[src/rtl/fetch_pc_unit_pkg.sv]
// Shared types and helpers for the fetch PC unit and its branch target buffer.
package fetch_pkg;

  // Widest PC the BTB entry format can hold; narrower PCs are zero-extended.
  localparam int unsigned XLEN = 64;

  typedef enum logic [1:0] {
    CTR_SNT = 2'b00,
    CTR_WNT = 2'b01,
    CTR_WT  = 2'b10,
    CTR_ST  = 2'b11
  } ctr_e;

  typedef struct packed {
    logic            valid;
    ctr_e            ctr;
    logic [XLEN-1:0] tag;
    logic [XLEN-1:0] target;
  } btb_entry_t;

  function automatic ctr_e ctr_sat_inc(input ctr_e c);
    case (c)
      CTR_SNT: ctr_sat_inc = CTR_WNT;
      CTR_WNT: ctr_sat_inc = CTR_WT;
      default: ctr_sat_inc = CTR_ST;
    endcase
  endfunction

  function automatic ctr_e ctr_sat_dec(input ctr_e c);
    case (c)
      CTR_ST:  ctr_sat_dec = CTR_WT;
      CTR_WT:  ctr_sat_dec = CTR_WNT;
      default: ctr_sat_dec = CTR_SNT;
    endcase
  endfunction

endpackage

[src/rtl/fetch_pc_unit_if.sv]
// Fetch-stage bus: hazard/execute controls in, fetch PC and prediction out.
interface fetch_pc_unit_if #(
  parameter int unsigned DATA_WIDTH = 32
);
  logic                  stall_f;
  logic                  redirect_valid;
  logic [DATA_WIDTH-1:0] redirect_pc;
  logic                  btb_upd_valid;
  logic [DATA_WIDTH-1:0] btb_upd_pc;
  logic [DATA_WIDTH-1:0] btb_upd_target;
  logic                  btb_upd_taken;
  logic [DATA_WIDTH-1:0] pc;
  logic                  pred_taken;
  logic [DATA_WIDTH-1:0] pred_target;
  logic                  misalign_trap;

  modport master (
    output stall_f, redirect_valid, redirect_pc,
    output btb_upd_valid, btb_upd_pc, btb_upd_target, btb_upd_taken,
    input  pc, pred_taken, pred_target, misalign_trap
  );

  modport slave (
    input  stall_f, redirect_valid, redirect_pc,
    input  btb_upd_valid, btb_upd_pc, btb_upd_target, btb_upd_taken,
    output pc, pred_taken, pred_target, misalign_trap
  );
endinterface

[src/rtl/fetch_pc_unit_btb.sv]
// Direct-mapped branch target buffer with 2-bit saturating counters.
module fetch_btb
  import fetch_pkg::*;
#(
  parameter int unsigned DATA_WIDTH  = 32,
  parameter int unsigned BTB_ENTRIES = 8
) (
  input  logic                  clk,
  input  logic                  rst,
  input  logic [DATA_WIDTH-1:0] pc_i,
  output logic                  hit_o,
  output logic                  taken_o,
  output logic [DATA_WIDTH-1:0] target_o,
  input  logic                  upd_valid_i,
  input  logic [DATA_WIDTH-1:0] upd_pc_i,
  input  logic [DATA_WIDTH-1:0] upd_target_i,
  input  logic                  upd_taken_i
);
  localparam int unsigned IDX = $clog2(BTB_ENTRIES);

  btb_entry_t mem_q [BTB_ENTRIES];

  logic [IDX-1:0] lk_idx;
  btb_entry_t     lk_e;
  logic [IDX-1:0] upd_idx;
  btb_entry_t     upd_old;
  btb_entry_t     upd_d;
  logic           upd_hit;
  logic           upd_we;

  always_comb begin
    lk_idx   = pc_i[IDX+1:2];
    lk_e     = mem_q[lk_idx];
    hit_o    = lk_e.valid && (lk_e.tag == XLEN'(pc_i >> (IDX + 2)));
    taken_o  = hit_o && lk_e.ctr[1];
    target_o = hit_o ? DATA_WIDTH'(lk_e.target) : '0;
  end

  always_comb begin
    upd_idx = upd_pc_i[IDX+1:2];
    upd_old = mem_q[upd_idx];
    upd_hit = upd_old.valid && (upd_old.tag == XLEN'(upd_pc_i >> (IDX + 2)));
    upd_d   = upd_old;
    upd_we  = 1'b0;
    if (upd_valid_i) begin
      if (upd_taken_i) begin
        upd_we        = 1'b1;
        upd_d.target  = XLEN'(upd_target_i);
        if (upd_hit) begin
          upd_d.ctr   = ctr_sat_inc(upd_old.ctr);
        end else begin
          upd_d.valid = 1'b1;
          upd_d.tag   = XLEN'(upd_pc_i >> (IDX + 2));
          upd_d.ctr   = CTR_WT;
        end
      end else if (upd_hit) begin
        upd_we    = 1'b1;
        upd_d.ctr = ctr_sat_dec(upd_old.ctr);
      end
    end
  end

  // Lookup reads mem_q combinationally, so a same-cycle update is only seen next cycle.
  always_ff @(posedge clk) begin
    if (rst) begin
      for (int unsigned i = 0; i < BTB_ENTRIES; i++) begin
        mem_q[IDX'(i)] <= '0;
      end
    end else if (upd_we) begin
      mem_q[upd_idx] <= upd_d;
    end
  end

endmodule

[src/rtl/fetch_pc_unit.sv]
// Fetch PC register with redirect/stall/prediction priority and misaligned-target trap.
module fetch_pc_unit
  import fetch_pkg::*;
#(
  parameter int unsigned           DATA_WIDTH   = 32,
  parameter logic [DATA_WIDTH-1:0] RESET_VECTOR = 32'h0000_0000,
  parameter logic [DATA_WIDTH-1:0] TRAP_VECTOR  = 32'h0000_0010,
  parameter int unsigned           BTB_ENTRIES  = 8
) (
  input  logic           clk,
  input  logic           rst,
  fetch_pc_unit_if.slave bus
);
  logic [DATA_WIDTH-1:0] pc_q, pc_d;
  logic                  trap_q, trap_d;
  logic [DATA_WIDTH-1:0] redir_t;
  logic                  btb_hit;
  logic                  btb_taken;
  logic [DATA_WIDTH-1:0] btb_target;

  fetch_btb #(
    .DATA_WIDTH  (DATA_WIDTH),
    .BTB_ENTRIES (BTB_ENTRIES)
  ) u_btb (
    .clk          (clk),
    .rst          (rst),
    .pc_i         (pc_q),
    .hit_o        (btb_hit),
    .taken_o      (btb_taken),
    .target_o     (btb_target),
    .upd_valid_i  (bus.btb_upd_valid),
    .upd_pc_i     (bus.btb_upd_pc),
    .upd_target_i (bus.btb_upd_target),
    .upd_taken_i  (bus.btb_upd_taken)
  );

  always_comb begin
    redir_t = bus.redirect_pc & ~DATA_WIDTH'(1);
    pc_d    = pc_q + DATA_WIDTH'(4);
    trap_d  = 1'b0;
    if (bus.redirect_valid) begin
      if (redir_t[1]) begin
        pc_d   = TRAP_VECTOR;
        trap_d = 1'b1;
      end else begin
        pc_d   = redir_t;
      end
    end else if (bus.stall_f) begin
      pc_d = pc_q;
    end else if (btb_taken) begin
      pc_d = btb_target;
    end
  end

  always_ff @(posedge clk) begin
    if (rst) begin
      pc_q   <= RESET_VECTOR;
      trap_q <= 1'b0;
    end else begin
      pc_q   <= pc_d;
      trap_q <= trap_d;
    end
  end

  assign bus.pc            = pc_q;
  assign bus.pred_taken    = btb_taken;
  assign bus.pred_target   = btb_target;
  assign bus.misalign_trap = trap_q;

  logic unused_hit;
  assign unused_hit = btb_hit;

endmodule

[src/flat_wrapper.sv]
// flat-port wrapper written by rule: the top's interface ports become plain ports
module fetch_pc_unit_flat import fetch_pkg::*;
#(
  parameter int unsigned           DATA_WIDTH   = 32,
  parameter logic [DATA_WIDTH-1:0] RESET_VECTOR = 32'h0000_0000,
  parameter logic [DATA_WIDTH-1:0] TRAP_VECTOR  = 32'h0000_0010,
  parameter int unsigned           BTB_ENTRIES  = 8
)
  (clk, rst, bus_stall_f, bus_redirect_valid, bus_redirect_pc, bus_btb_upd_valid, bus_btb_upd_pc, bus_btb_upd_target, bus_btb_upd_taken, bus_pc, bus_pred_taken, bus_pred_target, bus_misalign_trap);
  fetch_pc_unit_if #(.DATA_WIDTH(DATA_WIDTH)) bus_i ();
  input  logic clk;
  input  logic rst;
  input wire logic [$bits(bus_i.stall_f)-1:0] bus_stall_f;
  input wire logic [$bits(bus_i.redirect_valid)-1:0] bus_redirect_valid;
  input wire logic [$bits(bus_i.redirect_pc)-1:0] bus_redirect_pc;
  input wire logic [$bits(bus_i.btb_upd_valid)-1:0] bus_btb_upd_valid;
  input wire logic [$bits(bus_i.btb_upd_pc)-1:0] bus_btb_upd_pc;
  input wire logic [$bits(bus_i.btb_upd_target)-1:0] bus_btb_upd_target;
  input wire logic [$bits(bus_i.btb_upd_taken)-1:0] bus_btb_upd_taken;
  output wire logic [$bits(bus_i.pc)-1:0] bus_pc;
  output wire logic [$bits(bus_i.pred_taken)-1:0] bus_pred_taken;
  output wire logic [$bits(bus_i.pred_target)-1:0] bus_pred_target;
  output wire logic [$bits(bus_i.misalign_trap)-1:0] bus_misalign_trap;
  assign bus_i.stall_f = bus_stall_f;
  assign bus_i.redirect_valid = bus_redirect_valid;
  assign bus_i.redirect_pc = bus_redirect_pc;
  assign bus_i.btb_upd_valid = bus_btb_upd_valid;
  assign bus_i.btb_upd_pc = bus_btb_upd_pc;
  assign bus_i.btb_upd_target = bus_btb_upd_target;
  assign bus_i.btb_upd_taken = bus_btb_upd_taken;
  assign bus_pc = bus_i.pc;
  assign bus_pred_taken = bus_i.pred_taken;
  assign bus_pred_target = bus_i.pred_target;
  assign bus_misalign_trap = bus_i.misalign_trap;
  fetch_pc_unit #(.DATA_WIDTH(DATA_WIDTH), .RESET_VECTOR(RESET_VECTOR), .TRAP_VECTOR(TRAP_VECTOR), .BTB_ENTRIES(BTB_ENTRIES)) u_core (.clk(clk), .rst(rst), .bus(bus_i));
endmodule
[config.mk]
export PLATFORM = sky130hd
export DESIGN_NAME = fetch_pc_unit_flat
export DESIGN_NICKNAME = d
export VERILOG_FILES = /design/src/rtl/fetch_pc_unit_pkg.sv /design/src/rtl/fetch_pc_unit_if.sv /design/src/rtl/fetch_pc_unit_btb.sv /design/src/rtl/fetch_pc_unit.sv /design/src/flat_wrapper.sv
export SDC_FILE = /design/constraint.sdc
export NUM_CORES = 1
export LEC_CHECK = 0
export CAP_MARGIN = 15
export CORE_MARGIN = 8
export CORE_UTILIZATION = 50
export DETAILED_ROUTE_END_ITERATION = 10
export PLACE_DENSITY = 0.76
export REMOVE_ABC_BUFFERS = 1
export SLEW_MARGIN = 20
export SYNTH_ARGS = -nofsm -noshare
export SYNTH_HDL_FRONTEND = slang
export SYNTH_SLANG_ARGS = --single-unit
export TNS_END_PERCENT = 20
[constraint.sdc]
create_clock -name clk -period 6.4 [get_ports clk]
set_clock_uncertainty 0.05 [all_clocks]
set_input_delay 1.28 -clock clk [delete_from_list [all_inputs] [get_ports clk]]
set_output_delay 1.28 -clock clk [all_outputs]
set_load 0.01 [all_outputs]
==> summary.txt, run 1 <==
Global route
  – GR Layer Usage met3: 7.03%
  – GRT overflow: 0
  – Grt met2 use: 44.3%
  – Met1 Resource Use GR: 35.2%
  – Top Usage Layer GRT: met2
  – Global-route wire length before repair: approximately 190,000 um
  – Vias in the first global route: 29,400
  – Tot GR Track Use: between 20% and 30%
  – Initial antenna violation count: 8
  – Pin count of the biggest net entering global routing: between 60 and 70

Clock tree
  – CTS Buffer Depth: 3
  – Clock Tree Root: clkbuf_16
  – Cts hold-fix bufs: 0
  – CTS tree: done
  – Clk Latency, worst-skew pair: between 0.6 and 0.7 ns
  – Inserted Clock Buffers: just under 90
  – Clk pin slew, worst setup/hold paths: 0.06 ns
  – Htree depth: 3
  – Clock Sink Count: 828

Critical path
  – Setup Crit Path Kind: flip-flop to output port
  – Critical path capture point: bus_pred_target[7]
  – Setup crit start kind: flip-flop
  – Critical Path RT: approximately 5.1 ns
  – Critical path arrival: between 4 and 5 ns
  – R2R setup slack: 1.55 ns
  – Worst setup EP type: output port
  – Maximum fanout along the worst path: 35
  – R2r worst-path depth: 13

Yosys
  – Async set-or-reset flop fraction in the synthesized netlist: 0%
  – Library cells used by synthesis: 93
  – Post-Synthesis Cells: around 3,000
  – Avg Inst Size Synth: 13.1 sq um
  – Sequential share of the synthesized area: 61.1%
  – Yosys warning count: 0
  – Post-Syn Area: 40,100 sq um
  – Main flop type after synthesis: edfxtp_1
  – Post-synth EDFFs: 792
  – Seq cells post-synth: 828

Power
  – Logic pwr share: 12.1%
  – Sw Pwr: approximately 3400 uW
  – Cell Int Power: 9720 uW
  – Overall power: 13,100 uW
  – PwrDens: 276 nW/um^2
  – Clock network fraction of total power: a little under two fifths
  – Reg power frac: 49.5%
  – Worst VDD drop: 217 uV
  – Lkg Pwr: 0.0169 uW
  – Sw Ratio: 25.8%

STA
  – Final hold vios: 0
  – Unrepaired setup endpoints after global routing: no
  – Final worst path period need: 6.29 ns
  – Fin Hold WS: approximately 0.43 ns
  – Final setup violation count: 0
  – Max-Slew Margin vs Limit: 19.6%
  – Highest clock rate: 0.159 GHz
  – Tightest Pin Transition: 1.20 ns
  – Pins Over Slew Limit: 0
  – Tcrit/Tclk final: 98.2%

Detailed routing
  – DRT Pass-1 Iters: 8
  – Via count: 29,900
  – ANT nets after route: 0
  – Routed vias/inst: 6.42
  – DRT iter0 DRCs: 4,506
  – Routed len/inst: between 20 and 30 um
  – DR DRC count: 0
  – Detailed Route WL: between 100,000 and 150,000 um

Floorplanning
  – Die Wd: about 300 um
  – Initial Util: 50.1%
  – Top Ports: 168
  – Core footprint: 80,000 sq um
  – Die Height: between 200 and 300 um
  – DIE AREA: about 90,000 sq um
  – Site row count: roughly 100

Layout
  – Fin area: 47,500 sq um
  – Syn-to-layout area delta: 18.5%
  – Commonest non-fill, non-tap cells in the layout: 792 x edfxtp_1, 634 x nor2_1, 296 x conb_1, 161 x clkdlybuf4s50_1, 154 x mux2i_1
  – Most common cell after layout, fill and taps aside: edfxtp_1
  – Final #Nets: about 3,600
  – Fin util: 59.4%
  – Area of the multi-input gates: 15,700 sq um
  – Layout fillers: about 6,200
  – Register area: around 25,000 sq um
  – Layout cells sized above 1: approximately 15%

Job
  – Max-cap violations: 0

Placement
  – IO Port Bufs: 164
  – DP HPWL: between 80,000 and 90,000 um
  – GPL Wtd Cong: 0.953
  – Placed Area: 44,600 sq um

Outcome
  – Status: finished, final reports clean

Hold path
  – Hold crit path type: flip-flop to flip-flop
[Yosys cell counts, types with 8 or more instances]
cell,instances,area share [%]
a22o_1,10,0.22
buf_2,56,0.70
a2111oi_0,15,0.33
a221o_1,13,0.32
nor2_1,636,6.0
nand2b_1,14,0.22
o221ai_1,9,0.20
and2_1,8,0.12
a22oi_1,34,0.64
o22ai_1,28,0.44
o31ai_1,8,0.15
o211ai_1,19,0.36
or3_1,26,0.41
o2111ai_1,10,0.22
mux2i_1,156,3.9
a31oi_1,10,0.16
xnor2_1,25,0.55
or4_1,8,0.15
o21ai_0,56,0.70
nor3_1,72,0.90
nor4b_1,13,0.28
buf_4,13,0.24
edfxtp_1,792,59
and3_1,9,0.14
buf_1,17,0.16
mux2_2,82,2.3
nor2b_1,18,0.28
nand4_1,18,0.28
mux4_2,139,7.8
nand3_1,24,0.30
nand2_1,96,0.90
a211oi_1,19,0.36
xor2_1,39,0.85
nor4_1,63,0.98
inv_1,33,0.31
o21ai_1,30,0.37
or2_2,13,0.20
clkbuf_1,116,1.1
dfxtp_1,36,1.8
a21oi_1,94,1.2
a221oi_1,57,1.2
[routing by layer]
layer  up-vias  routed length (um)
met5         -                  80
met4        12                8020
met3       506               17700
met2      2363               60300
met1     14500               44700
li1      12500                   -
[kinds of logic after synthesis]
group / after synthesis / share of synthesized area, %
muxes: 381 / 14.3
buffers and inverters: 248 / 2.84
AOI/OAI and AO/OA: 473 / 8.34
and+or+nand+nor: 1057 / 12.0
DFF: 828 / 61.1
adders and majority gates: 2 / 0.0561
other: 1 / 0.00935
xor gates and xnor gates: 64 / 1.40
[sequential cells by signal (all words and copies together), names as in the netlist, named ones only]
| register | flops |
|---|---|
| u_core.u_btb.mem_q | 792 |
| u_core.bus.pc | 32 |
| u_core.bus.misalign_trap | 1 |
[area by class of cell]
type                            instances  area share [%]
Timing Repair Buffer                  295            6.27
Antenna cell                            5          0.0263
Clock inverter                         50            1.18
Inverter                               37           0.292
Clock buffer                          107            4.76
Tap cell                             1060            2.79
Multi-Input combinational cell       2273            33.1
Sequential cell                       828            51.6
[worst min-delay path by stage]
stage / startpoint / end / cells after the start
2_1_floorplan: u_core.bus.pc[0]$_SDFFE_PP0P_ / u_core.bus.pc[0]$_SDFFE_PP0P_ / 2
3_5_place_dp: u_core.bus.pc[0]$_SDFFE_PP0P_ / u_core.bus.pc[0]$_SDFFE_PP0P_ / 2
6_report: u_core.bus.pc[1]$_SDFFE_PP0P_ / u_core.bus.pc[1]$_SDFFE_PP0P_ / 2
4_1_cts: u_core.bus.pc[1]$_SDFFE_PP0P_ / u_core.bus.pc[1]$_SDFFE_PP0P_ / 2
5_1_grt: u_core.bus.pc[0]$_SDFFE_PP0P_ / u_core.bus.pc[0]$_SDFFE_PP0P_ / 2
3_3_place_gp: u_core.bus.pc[1]$_SDFFE_PP0P_ / u_core.bus.pc[1]$_SDFFE_PP0P_ / 2
[metrics by stage]
step | setup TNS [ns] | setup slack (ns) | std cells
final | 0 | 0.113 | 4655
after global routing | 0 | 0.00577 | 4652
after CTS | 0 | 0.0358 | 4646
after detailed placement | 0 | 0.411 | 4488
after global placement | 0 | 0.488 | 4488
after floorplan | -1419.83 | -2.56 | 3138
[power by group through the flow]
stage               Clock (uW)  Sequential, uW  Combinational [uW]
floorplan                    0            6570                 836
global placement             0            6570                1490
detailed placement           0            6590                1500
CTS                       5060            6480                1520
global route              5240            6500                1650
finish                    5030            6480                1590
[repair_timing]
item	in CTS	in global routing
gates cloned	0	0
setup buffers	1	4
endpoints found under the setup margin	28	26
gates resized for setup	2	3
pin swaps	0	0
[worst max-delay path, stage by stage, from the launching register on]
cell	delay (ns)
dfxtp_4	0.47
buf_6	0.46
nand2b_1	0.22
o22ai_1	0.08
a221oi_1	0.65
xnor2_1	0.26
nand3_1	0.13
or4b_1	0.57
or4_1	0.44
buf_4	0.25
nor2_1	0.15
clkdlybuf4s50_1	0.58
Note: power is estimated with default switching activity, not from simulation.
==> inputs of run 2 (changes only) <==
--- a/config.mk
+++ b/config.mk
@@ -9,7 +9,8 @@
 export CORE_MARGIN = 8
 export CORE_UTILIZATION = 50
 export DETAILED_ROUTE_END_ITERATION = 10
-export PLACE_DENSITY = 0.76
+export DONT_BUFFER_PORTS = 1
+export PLACE_DENSITY = 0.74
 export REMOVE_ABC_BUFFERS = 1
 export SLEW_MARGIN = 20
 export SYNTH_ARGS = -nofsm -noshare
==> summary.txt, run 2 (same netlist as run 1, synthesis figures left out) <==
Outcome
  – Status: finished, final reports clean

Global route
  – Vias in the first global route: 28,800 (-2.1%)
  – GRT overflow: 0 (unchanged)
  – Tot GR Track Use: 27.9% (-0.12 points)
  – Initial antenna violation count: 6 (-2)
  – Global-route wire length before repair: 187,000 um (-0.89%)
  – Pin count of the biggest net entering global routing: 228 (+260%)

STA
  – Highest clock rate: 0.162 GHz (+1.5%)
  – Fin Hold WS: 0.486 ns (+0.0596 ns)
  – Final hold vios: 0 (unchanged)
  – Unrepaired setup endpoints after global routing: no
  – Pins Over Slew Limit: 0 (unchanged)
  – Tightest Pin Transition: 1.18 ns (-0.0243 ns)
  – Max-Slew Margin vs Limit: 21.5% (+1.9 points)
  – Final setup violation count: 0 (unchanged)
  – Tcrit/Tclk final: 96.7% (-1.5 points)
  – Final worst path period need: 6.19 ns (-0.0958 ns)

Critical path
  – Setup crit start kind: flip-flop
  – Family with the most delay on the worst path: simple AND/OR/NAND/NOR gates
  – Critical Path RT: 5.07 ns (about the same)
  – CP max-delay cell: dfxtp_4
  – Setup Crit Path Kind: flip-flop to output port
  – Buf+Inv Stages, Crit Path: 3 (unchanged)
  – Worst setup EP type: output port
  – Most used cell, CP: buf_12
  – Maximum fanout along the worst path: 30 (-14%)
  – Crit-path cells: buf_12 -> mux4_2 -> mux2i_1 -> xor2_1 -> nand4_1 -> nor4b_1 -> or4b_1 -> or4_1 -> buf_12 -> nor2_1 -> buf_4
  – Crit path largest cell delay: 0.69 ns (+0.04 ns)
  – Critical path arrival: 4.86 ns (-0.10 ns)

Detailed routing
  – Routed len/inst: 29.0 um (+3.3%)
  – Via count: 29,100 (-2.7%)
  – DRT iter0 DRCs: 4,256 (-5.5%)
  – DR DRC count: 0 (unchanged)
  – Detailed Route WL: 130,000 um (-0.73%)
  – Routed vias/inst: 6.50 (+1.2%)
  – DRT Pass-1 Iters: 6 (-2)
  – ANT nets after route: 0 (unchanged)

Layout
  – Fin util: 57.1% (-2.3 points)
  – Layout cells sized above 1: 15.2% (+0.031 points)
  – Most common cell after layout, fill and taps aside: edfxtp_1
  – Commonest non-fill, non-tap cells in the layout: 792 x edfxtp_1, 635 x nor2_1, 296 x conb_1, 156 x mux2i_1, 139 x mux4_2
  – Final #Nets: 3,446 (-4.9%)
  – Biggest register: u_core.u_btb.mem_q
  – Syn-to-layout area delta: 14.0%
  – Fin cells: 4,475 (-3.9%)
  – Largest register FFs: 792 (unchanged)

Clock tree
  – Cts hold-fix bufs: 0 (unchanged)
  – Clock Sink Count: 828 (unchanged)
  – Clk Latency, worst-skew pair: 0.67 ns (about the same)
  – Clock Tree Root: clkbuf_16
  – CTS Buffer Depth: 3 (unchanged)
  – Inserted Clock Buffers: 87 (unchanged)
  – Clk pin slew, worst setup/hold paths: 0.06 ns (about the same)
  – CTS tree: done
  – Htree depth: 3 (unchanged)

Floorplanning
  – Top Ports: 168 (unchanged)
  – Core footprint: 80,000 sq um (unchanged)
  – Initial Util: 50.1% (unchanged)
  – Die Wd: 299 um (unchanged)
  – Site row count: 104 (unchanged)
  – Die Height: 299 um (unchanged)
  – DIE AREA: 89,500 sq um (unchanged)

Placement
  – IO Port Bufs: 0 (-100%)
  – Dpl cells: 4,311 (-3.9%)
  – GPL Wtd Cong: 0.939 (-1.4%)
  – DP HPWL: 80,100 um (-3.7%)

Power
  – PwrDens: 281 nW/um^2 (+2.0%)
  – Worst VDD drop: 196 uV (-9.8%)
  – Overall power: 12,800 uW (-1.9%)
  – Lkg Pwr: 0.0162 uW (-4.1%)

Job
  – Max-cap violations: 0 (unchanged)

Hold path
  – Hold crit path type: flip-flop to flip-flop
==> run 2: cell types whose count changed in the layout (fill, tap and decap cells not counted), moves of 3 or more <==
| cell | change |
|---|---|
| clkdlybuf4s50_1 | -161 |
| buf_4 | -14 |
| clkbuf_1 | +8 |
| clkinv_4 | -5 |
| bufinv_16 | -4 |
| clkbuf_16 | +4 |
| clkinv_1 | -3 |
| inv_6 | -3 |
==> run 2: cell type report <==
class,count,area (sq um)
antenna,3,7.51
clock buffer,121,2420
clock inverter,37,378
fill,6322,34300
inverter,37,139
multi-input combinational,2273,15700
sequential,828,24500
tap,1060,1330
timing repair buffer,116,1210
==> run 2: metal layers <==
layer | part of all wire (%) | vias up | track usage (%) | routed length (um)
met5 | 0.031 | - | 0 | 40
met1 | 34 | 14200 | 34.4 | 44000
met3 | 14 | 524 | 8.35 | 18100
met2 | 46 | 2245 | 43.7 | 59200
met4 | 6.6 | 6 | 16.0 | 8590
li1 | - | 12100 | - | -
==> run 2: path summary, 6_finish.rpt <==
path	from	end	slack, ns	cells past startpoint
setup / recovery	flip-flop	bus_pred_target[10]	0.21	11
setup reg to reg	flip-flop	flip-flop	1.40	10
hold / removal	u_core.bus.pc[1]$_SDFFE_PP0P_	u_core.bus.pc[1]$_SDFFE_PP0P_	0.49	2
hold reg to reg	u_core.bus.pc[1]$_SDFFE_PP0P_	u_core.bus.pc[1]$_SDFFE_PP0P_	0.49	2
==> run 2: report_power, final <==
group / total, uW / internal, uW / switching (uW)
combinational: 1370 / 510 / 863
sequential: 6500 / 6270 / 231
clock: 4980 / 2830 / 2150
==> run 2: timing repair <==
| item | 4_1_cts | 5_1_grt |
|---|---|---|
| setup buffers | 0 | 3 |
| resized for setup | 0 | 0 |
| setup endpoints to repair | 0 | 27 |
==> run 2: through the flow <==
stage	setup TNS (ns)	cell area [sq um]	setup slack (ns)
6_report	0	45700	0.209
5_1_grt	0	45700	0.0404
4_1_cts	0	45700	0.0961
3_5_place_dp	0	42900	0.664
3_3_place_gp	0	42900	0.717
2_1_floorplan	-1419.83	40200	-2.56
==> run 2: tightest hold or removal path, cell delays in order (launching register included) <==
cell and delay (ns):
dfxtp_1 0.34, o21ai_0 0.09, a21oi_1 0.06
